<file path="src/rtl/game_sequencer.sv">
// game_sequencer
// Top-level game-flow controller for a side-scrolling jump game.
// Tracks MENU/PLAY/WON/LOST, the player's jump height, the obstacle scroll
// position, the number of completed scroll wraps and a 31-bit LFSR that
// selects which obstacles are enabled on each lap.
//
// Ports
//   clk         : single clock
//   reset       : asynchronous active-low reset
//   game_tick   : one-cycle game-step enable
//   start_btn   : start/restart button (level, clk-synchronous)
//   jump_btn    : jump button (level, clk-synchronous)
//   hits        : collision flag from the video generator
//   menuScreen  : high in MENU
//   playerWon   : high in WON
//   playerLost  : high in LOST
//   distance    : player height above base level, pixels
//   obj_counter : obstacle scroll position
//   shapes      : obstacle enable pattern (current LFSR value)
//   laps        : completed scroll wraps
module game_sequencer #(
  parameter logic [9:0]  JUMP_MAX    = 10'd100,
  parameter logic [9:0]  WRAP_VAL    = 10'd700,
  parameter logic [3:0]  LAPS_TO_WIN = 4'd8,
  parameter logic [30:0] LFSR_SEED   = 31'h1
) (
  input  logic        clk,
  input  logic        reset,
  input  logic        game_tick,
  input  logic        start_btn,
  input  logic        jump_btn,
  input  logic        hits,
  output logic        menuScreen,
  output logic        playerWon,
  output logic        playerLost,
  output logic [9:0]  distance,
  output logic [9:0]  obj_counter,
  output logic [30:0] shapes,
  output logic [3:0]  laps
);

  typedef enum logic [1:0] {MENU, PLAY, WON, LOST} state_t;
  typedef enum logic [1:0] {GROUND, RISE, FALL} jump_t;

  state_t state;
  jump_t  jump_state;

  logic start_prev;
  logic jump_prev;
  // Low for the first clock after reset release. Suppresses edge detection
  // for that one sample so a button held through reset is seen as already
  // pressed rather than as a fresh press.
  logic armed;

  logic        start_edge;
  logic        jump_edge;
  logic        wrap_now;
  logic [3:0]  laps_inc;
  logic [30:0] lfsr_next;

  assign start_edge = armed & start_btn & ~start_prev;
  assign jump_edge  = armed & jump_btn & ~jump_prev;

  // >= rather than == so an out-of-range count can never run past the wrap.
  assign wrap_now = (obj_counter >= (WRAP_VAL - 10'd1));
  assign laps_inc = laps + 4'd1;

  // Fibonacci LFSR, x^31 + x^28 + 1: feedback from bits 31 and 28 (1-based).
  assign lfsr_next = {shapes[29:0], shapes[30] ^ shapes[27]};

  always_ff @(posedge clk or negedge reset) begin
    if (!reset) begin
      state       <= MENU;
      jump_state  <= GROUND;
      menuScreen  <= 1'b1;
      playerWon   <= 1'b0;
      playerLost  <= 1'b0;
      distance    <= '0;
      obj_counter <= '0;
      laps        <= '0;
      shapes      <= LFSR_SEED;
      start_prev  <= 1'b0;
      jump_prev   <= 1'b0;
      armed       <= 1'b0;
    end else begin
      armed      <= 1'b1;
      start_prev <= start_btn;
      jump_prev  <= jump_btn;

      case (state)
        MENU: begin
          // The LFSR deliberately keeps its value so each game sees a
          // different obstacle sequence.
          if (start_edge) begin
            state       <= PLAY;
            menuScreen  <= 1'b0;
            distance    <= '0;
            obj_counter <= '0;
            laps        <= '0;
            jump_state  <= GROUND;
          end
        end

        PLAY: begin
          // A collision wins over everything else in the same cycle,
          // including a winning wrap; the play field freezes as it was.
          if (hits) begin
            state      <= LOST;
            playerLost <= 1'b1;
          end else begin
            if (game_tick) begin
              if (wrap_now) begin
                obj_counter <= '0;
                laps        <= laps_inc;
                shapes      <= lfsr_next;
                if (laps_inc == LAPS_TO_WIN) begin
                  state     <= WON;
                  playerWon <= 1'b1;
                end
              end else begin
                obj_counter <= obj_counter + 10'd1;
              end
            end

            // Jump edges are only honoured on the ground, so no double jump.
            case (jump_state)
              GROUND: begin
                if (jump_edge) jump_state <= RISE;
              end
              RISE: begin
                if (game_tick) begin
                  if (distance >= JUMP_MAX) begin
                    jump_state <= FALL;
                  end else begin
                    distance <= distance + 10'd1;
                    if ((distance + 10'd1) == JUMP_MAX) jump_state <= FALL;
                  end
                end
              end
              FALL: begin
                if (game_tick) begin
                  if (distance == 10'd0) begin
                    jump_state <= GROUND;
                  end else begin
                    distance <= distance - 10'd1;
                    if (distance == 10'd1) jump_state <= GROUND;
                  end
                end
              end
              default: jump_state <= GROUND;
            endcase
          end
        end

        WON, LOST: begin
          if (start_edge) begin
            state      <= MENU;
            menuScreen <= 1'b1;
            playerWon  <= 1'b0;
            playerLost <= 1'b0;
          end
        end

        default: begin
          state      <= MENU;
          menuScreen <= 1'b1;
          playerWon  <= 1'b0;
          playerLost <= 1'b0;
        end
      endcase
    end
  end

endmodule
</file>
<file path="config.mk">
export PLATFORM = sky130hd
export DESIGN_NAME = game_sequencer
export DESIGN_NICKNAME = d
export VERILOG_FILES = /design/src/rtl/game_sequencer.sv
export SDC_FILE = /design/constraint.sdc
export NUM_CORES = 1
export LEC_CHECK = 0
export ABC_AREA = 1
export CORE_AREA = 4 4 106 108
export CTS_BUF_LIST = sky130_fd_sc_hd__clkbuf_16
export CTS_CLUSTER_SIZE = 40
export DETAILED_ROUTE_END_ITERATION = 16
export DIE_AREA = 0 0 110 112
export SLEW_MARGIN = 25
export SYNTH_ARGS = -nofsm -noshare
export SYNTH_HDL_FRONTEND = slang
export SYNTH_SLANG_ARGS = --single-unit
</file>
<file path="constraint.sdc">
create_clock -name clk -period 1.45 [get_ports clk]
set_input_delay 0.29 -clock clk [delete_from_list [all_inputs] [get_ports clk]]
set_output_delay 0.29 -clock clk [all_outputs]
set_load 0.05 [all_outputs]
</file>
==> results.md, run 1 <==
Outcome:
- The flow ran to the end, but the final reports show violations.
- The checks that failed: negative setup slack.

Yosys:
- Yosys mapped a number of flops with a built-in enable equal to 0.
- Yosys attributes the largest share of cell area to sky130_fd_sc_hd__dfrtp_1 44%, sky130_fd_sc_hd__nand2_1 12%, sky130_fd_sc_hd__buf_4 6.9%.
- The count of yosys warnings during synthesis is 0.
- The average instance in the mapped netlist occupies 7.74 sq um.
- The library cell with the largest summed area after synthesis is sky130_fd_sc_hd__dfrtp_1.
- In this run the biggest area consumer among cell types represents 44.2% of the synthesized area.
- The part of the Yosys area used for sequential elements is 45.7%.
- In the synthesized netlist the dominant register cell turns out to be sky130_fd_sc_hd__dfrtp_1.
- The post-synthesis instance area is 3570 sq um.
- In the synthesized netlist the async set-or-reset flop fraction comes to 100%.
- The number of nets handed over by synthesis was 473.
- The flip-flop and latch count after synthesis is 65.
- The count of unique library cells instantiated by Yosys is 32.
- The instance count of the mapped netlist is 461.

Placed design:
- The port buffer count is 63.
- Summed over all nets, the half-perimeter wirelength after detailed placement is 6950 um.
- The setup slack after placement is -0.475 ns.
- The placer's final routability congestion estimate is between 0.8 and 0.9.
- The total placed cells including tap cells is 699.

Clock tree:
- TritonCTS built the clock tree.
- The clock net in this run drives a total of 65 sinks.
- The worst-skew pair later-pin latency is 0.33 ns.
- The CTS clock-pin slew for the worst setup and hold paths is approximately 0.060 ns.
- The H-tree was split into 3 levels.
- In this run the deepest clock path goes through 2 buffers.
- The TritonCTS buffer count is 9.
- In this run the clock root is driven by a sky130_fd_sc_hd__clkbuf_16.

Detailed routing:
- Before antenna repair, the detailed router went through 4 iterations.
- Dividing the detail-routed wire length by the instance count gives 15.9 um.
- The first routing iteration left about 180 violations.
- In the routed layout, each cell is associated on average with a via count of 4.91.
- The routed layout has 3,704 vias.
- Summed over all layers, the routed wires come to 12,000 um.
- The remaining number of nets flagged by the antenna check after routing is 0.
- After detailed routing, the number of remaining DRC violations is 0.

Floorplanning:
- The die covers approximately 12,000 sq um.
- The vertical extent of the die is between 100 and 150 um.
- Row generation in the floorplan step produced 37 rows.
- Once the floorplan was initialized, standard cells occupied 34.9% of the core.
- The die width is 110 um.
- In this run the standard cell core region covers slightly above 10,000 sq um.
- The count of boundary I/O pins is 64.

Critical path:
- The cell at the slowest stage of the critical path is sky130_fd_sc_hd__dfrtp_2.
- The largest fanout of any net on the critical path is 8.
- For the worst setup path, the data arrival time is just under 2 ns.
- The type of the worst setup path is reg -> reg.
- The nature of the critical path endpoint is a register.
- The largest single stage delay on the critical path is 0.42 ns.
- At the worst endpoint, the required time is 1.69 ns.
- The element type at the critical path start is a register.
- The critical path goes through ha_4 -> inv_4 -> nand2_2 -> nand3_2 -> nand3_2 -> nand2_4 -> nand2_4 -> nand3_4 -> buf_12 -> buf_12 -> nor2_4 -> a21oi_2.

Final layout:
- The number of antenna diodes is 0.
- The net count of the finished layout is around 630.
- The share of layout cells above drive strength 1 is 60.4%.
- The library cell used most frequently in the layout, excluding fill and tap cells, is sky130_fd_sc_hd__buf_4.
- In the layout the commonest cells are 80 x sky130_fd_sc_hd__buf_4, 66 x sky130_fd_sc_hd__buf_12, 65 x sky130_fd_sc_hd__nand2_1.
- Relative to the synthesized area, the layout overhead comes to 96.0%.
- The post-layout instance count excluding filler cells is ~760.

Power and ir drop:
- Summing internal, switching and leakage power gives around 16 mW.
- In this run the static leakage power is 3.24 nW.
- The peak supply drop is 1.13 mV.
- The cell area power density is roughly 2300 nW/um^2.

STA:
- Hold is met by 0.443 ns.
- The final setup skew is 0.0108 ns.
- The total of endpoints with negative setup slack in the final report is 61.
- Counting I/O delays and the setup requirement, the final critical path takes between 1.5 and 2 ns.
- The number of hold violations in the final report is 0.
- The number of pins with negative max-slew slack in the final report is 0.
- Setup repair after global routing could not meet its margin everywhere.
- The fmax is 0.575 GHz.
- The setup slack of the critical path after layout is -0.290 ns.
- Of the available clock period, the critical path in the final layout requires 120%.

GRT:
- The aggregate global-route resource usage is 17.1%.
- The number of global-route vias before repair is approximately 3,600.
- The first global-routing pass estimated 16,700 um of wire.
- The pin count of the biggest net entering global routing is between 60 and 70.
- The number of antenna violations at the first check in global routing is 0.
- The total congestion overflow is 0.

Min path:
- The min-delay analysis places its worst path in the category in -> reg.

Job:
- The number of maximum-capacitance violations is 0.
## power breakdown
part           leakage, nW  internal, mW  total [mW]  switching, mW
clock network        0.143          1.33        2.17          0.840
logic                 2.31          5.04        10.5           5.48
registers            0.783          2.47        3.46          0.989
total                 3.24          8.84        16.1           7.30
## cell families (layout without fill, tap and decap cells)
| kind of cell | Yosys count | count (layout) | synth area share [%] |
|---|---|---|---|
| AND/OR/NAND/NOR | 208 | 208 | 25.0 |
| flip-flops | 65 | 65 | 45.7 |
| adder cells (fa/ha/maj) | 6 | 6 | 2.10 |
| XOR/XNOR | 7 | 7 | 1.72 |
| AO/OA/AOI/OAI | 81 | 81 | 11.8 |
| buffers and inverters | 93 | 251 | 13.6 |
| other | 1 | 1 | 0.105 |
## path summary, 6_finish.rpt
path | depth (start not counted) | from | to | slack, ns
max | 12 | obj_counter[1]$_DFFE_PN0P_ | shapes[2]$_DFFE_PN0P_ | -0.29
min in group asynchronous | 3 | reset | distance[1]$_DFFE_PN0P_ | 0.50
min reg2reg | 2 | shapes[0]$_DFFE_PN1P_ | shapes[0]$_DFFE_PN1P_ | 0.51
min | 1 | jump_btn | jump_prev$_DFF_PN0_ | 0.44
max in group asynchronous | 3 | reset | shapes[0]$_DFFE_PN1P_ | 0.61
max reg2reg | 12 | obj_counter[1]$_DFFE_PN0P_ | shapes[2]$_DFFE_PN0P_ | -0.29
## synthesized netlist by cell type, types with 5 or more instances
cell type and count:
sky130_fd_sc_hd__nor3_1 5, sky130_fd_sc_hd__o21ai_1 18, sky130_fd_sc_hd__dfrtp_1 63, sky130_fd_sc_hd__nand2_1 111
sky130_fd_sc_hd__buf_2 5, sky130_fd_sc_hd__buf_4 33, sky130_fd_sc_hd__ha_1 6, sky130_fd_sc_hd__nand3_1 27
sky130_fd_sc_hd__o21ai_0 33, sky130_fd_sc_hd__nor2_1 50, sky130_fd_sc_hd__inv_1 52, sky130_fd_sc_hd__a21oi_1 25
## sequential cells by signal (all words and copies together), names as in the netlist, 2 cells and up
register / cells
laps: 4
shapes: 31
distance: 10
state: 2
jump_state: 2
obj_counter: 10
## routing by layer
layer	vias to the layer above	share of wire, %	GRT usage [%]
li1	1749	-	-
met1	1835	42	21.2
met2	100	52	28.8
met3	20	3.9	3.42
met4	0	1.7	6.40
met5	-	0	0
## repair_timing
item                                    4_1_cts  5_1_grt
buffers inserted                             18       14
endpoints found under the hold margin        15        0
endpoints found under the setup margin       60       64
gates resized for setup                      48      155
pin swaps                                    31       37
cloned                                        1       10
hold buffers                                  1        0
## stage by stage
stage               setup TNS, ns  util (%)  cell area (sq um)
floorplan                   -7.77         -               3750
global placement           -18.77      53.6               5490
detailed placement         -19.48      53.6               5490
CTS                         -6.98      59.7               6100
global route               -16.00      68.4               7000
finish                     -11.00      68.4               7000
## worst max-delay path: cells and delay by family, from the launching register on
family	cells	cell delay, ns
flops	1	0.42
compound gates	1	0.14
simple gates	7	0.53
fa+ha+maj	1	0.17
buf+inv	3	0.38
## final cells by class
cell class,count,area (sq um)
Tap cell,136,170
Inverter,54,243
Fill cell,753,3240
Clock buffer,9,225
Sequential cell,65,1660
Clock inverter,7,68.8
Timing Repair Buffer,181,2430
Multi-Input combinational cell,303,2200
Note: power is estimated with default switching activity, not from simulation.
==> run 2, diff against run 1 <==
SLEW_MARGIN = default   (was 25)
==> results of run 2 <==
Final layout, timing and power as in run 1 (identical DEF).
